<file path="src/rtl/board_controller.sv">
// board_controller: holds the 3x3 tic-tac-toe board, alternates X/O moves and resolves win/draw.
// Optional per-turn forfeit timer is compiled in when BOARD_TIMEOUT_EN is defined.
module board_controller #(
    parameter int unsigned TIMEOUT_CYCLES = 100000000
) (
    input  logic       clk,
    input  logic       reset,
    input  logic       new_game,
    input  logic       move_valid,
    input  logic [3:0] move_cell,
    output logic       move_ready,
    input  logic       Xwins,
    input  logic       Owins,
    output logic [1:0] topLeft,
    output logic [1:0] topCenter,
    output logic [1:0] topRight,
    output logic [1:0] middleLeft,
    output logic [1:0] middleCenter,
    output logic [1:0] middleRight,
    output logic [1:0] bottonLeft,
    output logic [1:0] bottonCenter,
    output logic [1:0] bottonRight,
    output logic       turn_x,
    output logic       move_error,
    output logic [3:0] move_count,
    output logic       game_over,
    output logic [1:0] winner,
    output logic       draw,
    output logic       timeout
);

    // state | meaning
    // PLAY  | waiting for the current player's move
    // CHECK | move just placed; win checker outputs sampled this cycle
    // DONE  | game ended by win or draw; board frozen until new_game/reset
    typedef enum logic [1:0] {
        PLAY  = 2'd0,
        CHECK = 2'd1,
        DONE  = 2'd2
    } stateT;

    stateT       state;
    stateT       nextState;
    logic [1:0]  cells [9];
    logic        turnX;
    logic [3:0]  moveCount;
    logic        errorPulse;
    logic        timeoutPulse;
    logic [1:0]  winnerReg;
    logic        drawReg;

    logic        targetFree;
    logic        accept;
    logic        reject;
    logic        expire;
    logic        moverWins;
    logic [1:0]  moverCode;

    assign moverCode = turnX ? 2'b10 : 2'b01;
    assign moverWins = turnX ? Xwins : Owins;

    always_comb begin
        targetFree = 1'b0;
        for (int i = 0; i < 9; i++) begin
            if (move_cell == 4'(i)) targetFree = (cells[i] == 2'b00);
        end
    end

    assign accept = (state == PLAY) && move_valid && (move_cell <= 4'd8) && targetFree;
    assign reject = (state == PLAY) && move_valid && !((move_cell <= 4'd8) && targetFree);

`ifdef BOARD_TIMEOUT_EN
    localparam int unsigned TimerW = $clog2(TIMEOUT_CYCLES);
    localparam logic [TimerW-1:0] TimerLast = TimerW'(TIMEOUT_CYCLES - 1);

    logic [TimerW-1:0] turnTimer;

    // Counts idle PLAY cycles; held at zero outside PLAY so each turn starts fresh.
    always_ff @(posedge clk or posedge reset) begin
        if (reset) begin
            turnTimer <= '0;
        end else if (new_game || (state != PLAY) || accept || expire) begin
            turnTimer <= '0;
        end else begin
            turnTimer <= turnTimer + 1'b1;
        end
    end

    assign expire = (state == PLAY) && !accept && (turnTimer == TimerLast);
`else
    logic unusedTimeoutCfg;
    assign unusedTimeoutCfg = ^TIMEOUT_CYCLES;
    assign expire = 1'b0;
`endif

    always_ff @(posedge clk or posedge reset) begin
        if (reset) begin
            state <= PLAY;
        end else begin
            state <= nextState;
        end
    end

    always_comb begin
        nextState = state;
        case (state)
            PLAY: begin
                if (accept) nextState = CHECK;
            end
            CHECK: begin
                if (moverWins || (moveCount == 4'd9)) nextState = DONE;
                else                                 nextState = PLAY;
            end
            DONE: begin
                nextState = DONE;
            end
            default: begin
                nextState = PLAY;
            end
        endcase
        if (new_game) nextState = PLAY;
    end

    always_ff @(posedge clk or posedge reset) begin
        if (reset) begin
            for (int i = 0; i < 9; i++) cells[i] <= 2'b00;
            turnX        <= 1'b1;
            moveCount    <= 4'd0;
            errorPulse   <= 1'b0;
            timeoutPulse <= 1'b0;
            winnerReg    <= 2'b00;
            drawReg      <= 1'b0;
        end else if (new_game) begin
            for (int i = 0; i < 9; i++) cells[i] <= 2'b00;
            turnX        <= 1'b1;
            moveCount    <= 4'd0;
            errorPulse   <= 1'b0;
            timeoutPulse <= 1'b0;
            winnerReg    <= 2'b00;
            drawReg      <= 1'b0;
        end else begin
            errorPulse   <= reject;
            timeoutPulse <= expire;
            if (accept) begin
                for (int i = 0; i < 9; i++) begin
                    if (move_cell == 4'(i)) cells[i] <= moverCode;
                end
                moveCount <= moveCount + 4'd1;
            end
            if (expire) turnX <= ~turnX;
            // Only the mover's flag matters; the other player cannot have just completed a line.
            if (state == CHECK) begin
                if (moverWins) begin
                    winnerReg <= moverCode;
                end else if (moveCount == 4'd9) begin
                    drawReg <= 1'b1;
                end else begin
                    turnX <= ~turnX;
                end
            end
        end
    end

    assign topLeft      = cells[0];
    assign topCenter    = cells[1];
    assign topRight     = cells[2];
    assign middleLeft   = cells[3];
    assign middleCenter = cells[4];
    assign middleRight  = cells[5];
    assign bottonLeft   = cells[6];
    assign bottonCenter = cells[7];
    assign bottonRight  = cells[8];

    assign move_ready = (state == PLAY);
    assign game_over  = (state == DONE);
    assign turn_x     = turnX;
    assign move_count = moveCount;
    assign move_error = errorPulse;
    assign timeout    = timeoutPulse;
    assign winner     = winnerReg;
    assign draw       = drawReg;

endmodule

</file>
<file path="config.mk">
export PLATFORM = sky130hd
export DESIGN_NAME = board_controller
export DESIGN_NICKNAME = d
export VERILOG_FILES = /design/src/rtl/board_controller.sv
export SDC_FILE = /design/constraint.sdc
export NUM_CORES = 1
export LEC_CHECK = 0
export CAP_MARGIN = 20
export CORE_MARGIN = 1
export CORE_UTILIZATION = 49
export DETAILED_ROUTE_END_ITERATION = 8
export PLACE_DENSITY = 0.79
export SLEW_MARGIN = 10
export SYNTH_ARGS = -nofsm -noshare
export SYNTH_HDL_FRONTEND = slang
export SYNTH_SLANG_ARGS = --single-unit
</file>
<file path="constraint.sdc">
create_clock -name clk -period 2.3 [get_ports clk]
set_clock_uncertainty 0.2 [all_clocks]
set_input_delay 0.575 -clock clk [delete_from_list [all_inputs] [get_ports clk]]
set_output_delay 0.575 -clock clk [all_outputs]
set_load 0.01 [all_outputs]
</file>
==> results.yml <==
floorplanning:
  io_pins: 40
  fp.dieH_um: 60.4
  dieArea_um2: 3650
  rows: 20
  start_util: 0.530
  die_w_um: 60.4
  core_um2: 3150
pwr:
  powerDensity_nw_per_um2: 465
  peakVddDrop_uv: 305
  power.total_mw: 1.11
  power_leakage_nw: 1.03
timing:
  max_freq_ghz: 0.441
  report.final.hold_viol_count: 0
  period_needed_ns: 2.27
  tightest_slew_ns: 0.500
  rsz0062_at_grt: "false"
  fin_crit_sh: 0.986
  drv_slew: 0
  slew_headroom: 0.666
  setup_viol: 0
synthesis:
  ys_ff_latch: 29
  synth-edff-count: 0
  syn-num-nets: 200
  ys_async_sr_fraction: 1.00
  syn_area_per_cell_um2: 8.89
  ys_types: 49
  yosys_warnings: 0
  ys_dominant_reg_cell: "dfrtp_1"
  netlist_area_um2: 1670
  syn_inst: 188
  seq_area_frac_synth: 0.435
clock_network:
  cts_root_buf: "clkbuf_4"
  htree_num_levels: 2
  cts_tree: "done"
  numCtsBuffers: 5
  clock_sinks: 29
  worstSkewPairLatency_ns: 0.32
  path_clk_slew_ns: 0.09
  clock_path_buffers: 2
grt:
  grt_antenna_before_repair: 0
  grt_pass1_vias: 1650
  grt_max_degree: 30
  grt_pass1_wl_um: 7650
  grt_usage: 0.285
  globalRouteOverflowTotal: 0
detailed_routing:
  drcViolationCount: 0
  vias: 1739
  wl_met2_um: 2350
  drt_first_pass_iters: 4
  routed_wirelength_um: 4800
  wl_per_cell_um: 16.0
  m1WireLength_um: 2100
  drt_iter0_drc: 111
  top_layer_used: "met4"
  avgViaCountPerCell: 5.80
  routed-wl-met3_um: 269
  final_antenna_net_count: 0
setup_path:
  critPathLaunchType: "input pin"
  worstSetupPathType: "input pin to flip-flop"
  worstPathArrival_ns: 2.27
  cp-end-kind: "flip-flop"
  critPathMaxFanout: 7
  critPathRequiredTime_ns: 2.30
  r2r_cells: 6
placed_design:
  placed_cells: 287
  portBuffers: 38
  dpl.hpwl_um: 3440
  place_congestion: 0.870
cells_and_area:
  antennaDiodeCount: 0
  ff_latch_area_um2: 727
  finish.utilization: 0.755
  layout-drive-gt1-share: 0.227
  nets: 267
  mostFrequentLayoutCell: "clkdlybuf4s50_1"
  n_fill_cell: 242
  fin_cells: 300
  multiInputGateArea_um2: 838
  final_cell_mix: "clkdlybuf4s50_1 (34), buf_4 (33), dfrtp_1 (28)"
  area_growth_pct: 42.4
hold_path:
  hp-class: "flip-flop to flip-flop"
  min_path_cells: 2
flow_run:
  cap_viol_max_count: 0
outcome:
  status: "completed"
[Yosys cell counts (3+ instances only)]
| master | n | share of area |
|---|---|---|
| clkbuf_1 | 6 | 0.013 |
| nor2b_1 | 5 | 0.019 |
| nor2_1 | 20 | 0.045 |
| inv_1 | 21 | 0.047 |
| a21oi_1 | 5 | 0.015 |
| o22ai_1 | 16 | 0.060 |
| nand2_1 | 3 | 0.0067 |
| dfrtp_1 | 28 | 0.42 |
| nand3_1 | 14 | 0.042 |
| a31oi_1 | 5 | 0.019 |
| nor3_1 | 5 | 0.015 |
| nand2b_1 | 4 | 0.015 |
| nand4_1 | 10 | 0.037 |
[flip-flops by register name, summed over array words and instances, names as in the netlist]
signal	flops
bottonCenter	2
turn_x	1
move_count	4
topCenter	2
state	2
topLeft	2
move_error	1
bottonLeft	2
winner	2
bottonRight	2
middleLeft	2
draw	1
middleRight	2
topRight	2
middleCenter	2
[final timing paths]
check                                end           from  slack [ns]
hold / removal                      draw           draw        0.34
setup reg to reg           move_count[0]  bottonLeft[1]        0.33
min in group asynchronous  middleLeft[0]          reset        0.41
setup / recovery           move_count[2]   move_cell[2]        0.03
max in group asynchronous         turn_x          reset        1.18
hold reg to reg                     draw           draw        0.34
[cell families after synthesis]
| family | share of synthesized area |
|---|---|
| mux | 0.00674 |
| compound gates | 0.183 |
| simple gates | 0.273 |
| buf+inv | 0.0846 |
| other cells | 0.00224 |
| fa+ha+maj | 0.0150 |
| flops | 0.435 |
[critical path, stage by stage]
cell,delay (ns)
clkdlybuf4s50_1,0.47
buf_6,0.13
buf_4,0.14
o41ai_1,0.08
buf_4,0.15
buf_4,0.13
nand4_1,0.07
o21ai_2,0.06
or4_1,0.45
[through the flow]
stage	TNS, ns	cell area, µm²	setup slack, ns	hold slack (ns)
floorplan	0	1690	0.00139	0.329
global placement	-8.89	2280	-0.473	0.281
detailed placement	-10.54	2280	-0.525	0.332
CTS	0	2330	0.00991	0.353
global route	0	2380	0.000164	0.367
finish	0	2380	0.0332	0.337
[area by class of cell]
| type | instances | area share |
|---|---|---|
| clock inverter | 2 | 0.00420 |
| tap | 44 | 0.0231 |
| clock buffer | 6 | 0.0173 |
| sequential | 29 | 0.305 |
| inverter | 21 | 0.0331 |
| timing repair buffer | 72 | 0.265 |
| multi-input combinational | 126 | 0.352 |
[per-layer routing]
layer  vias up  global-route usage
met4         0               0.103
met5         -                   0
met3        11              0.0490
li1        812                   -
met2        69               0.458
met1       847               0.388
[report_power, final]
group	total (mW)	switching, mW	internal (mW)
logic	0.266	0.136	0.129
registers	0.549	0.0215	0.527
clock network	0.293	0.177	0.116
total	1.11	0.335	0.773
[repair_timing]
action | 4_1_cts | 5_1_grt
setup buffers | 0 | 5
hold buffers | 0 | 0
resized for setup | 4 | 10
endpoints found under the setup margin | 19 | 12
pin swaps | 1 | 3
No activity file was read; power rests on OpenSTA's default activity.
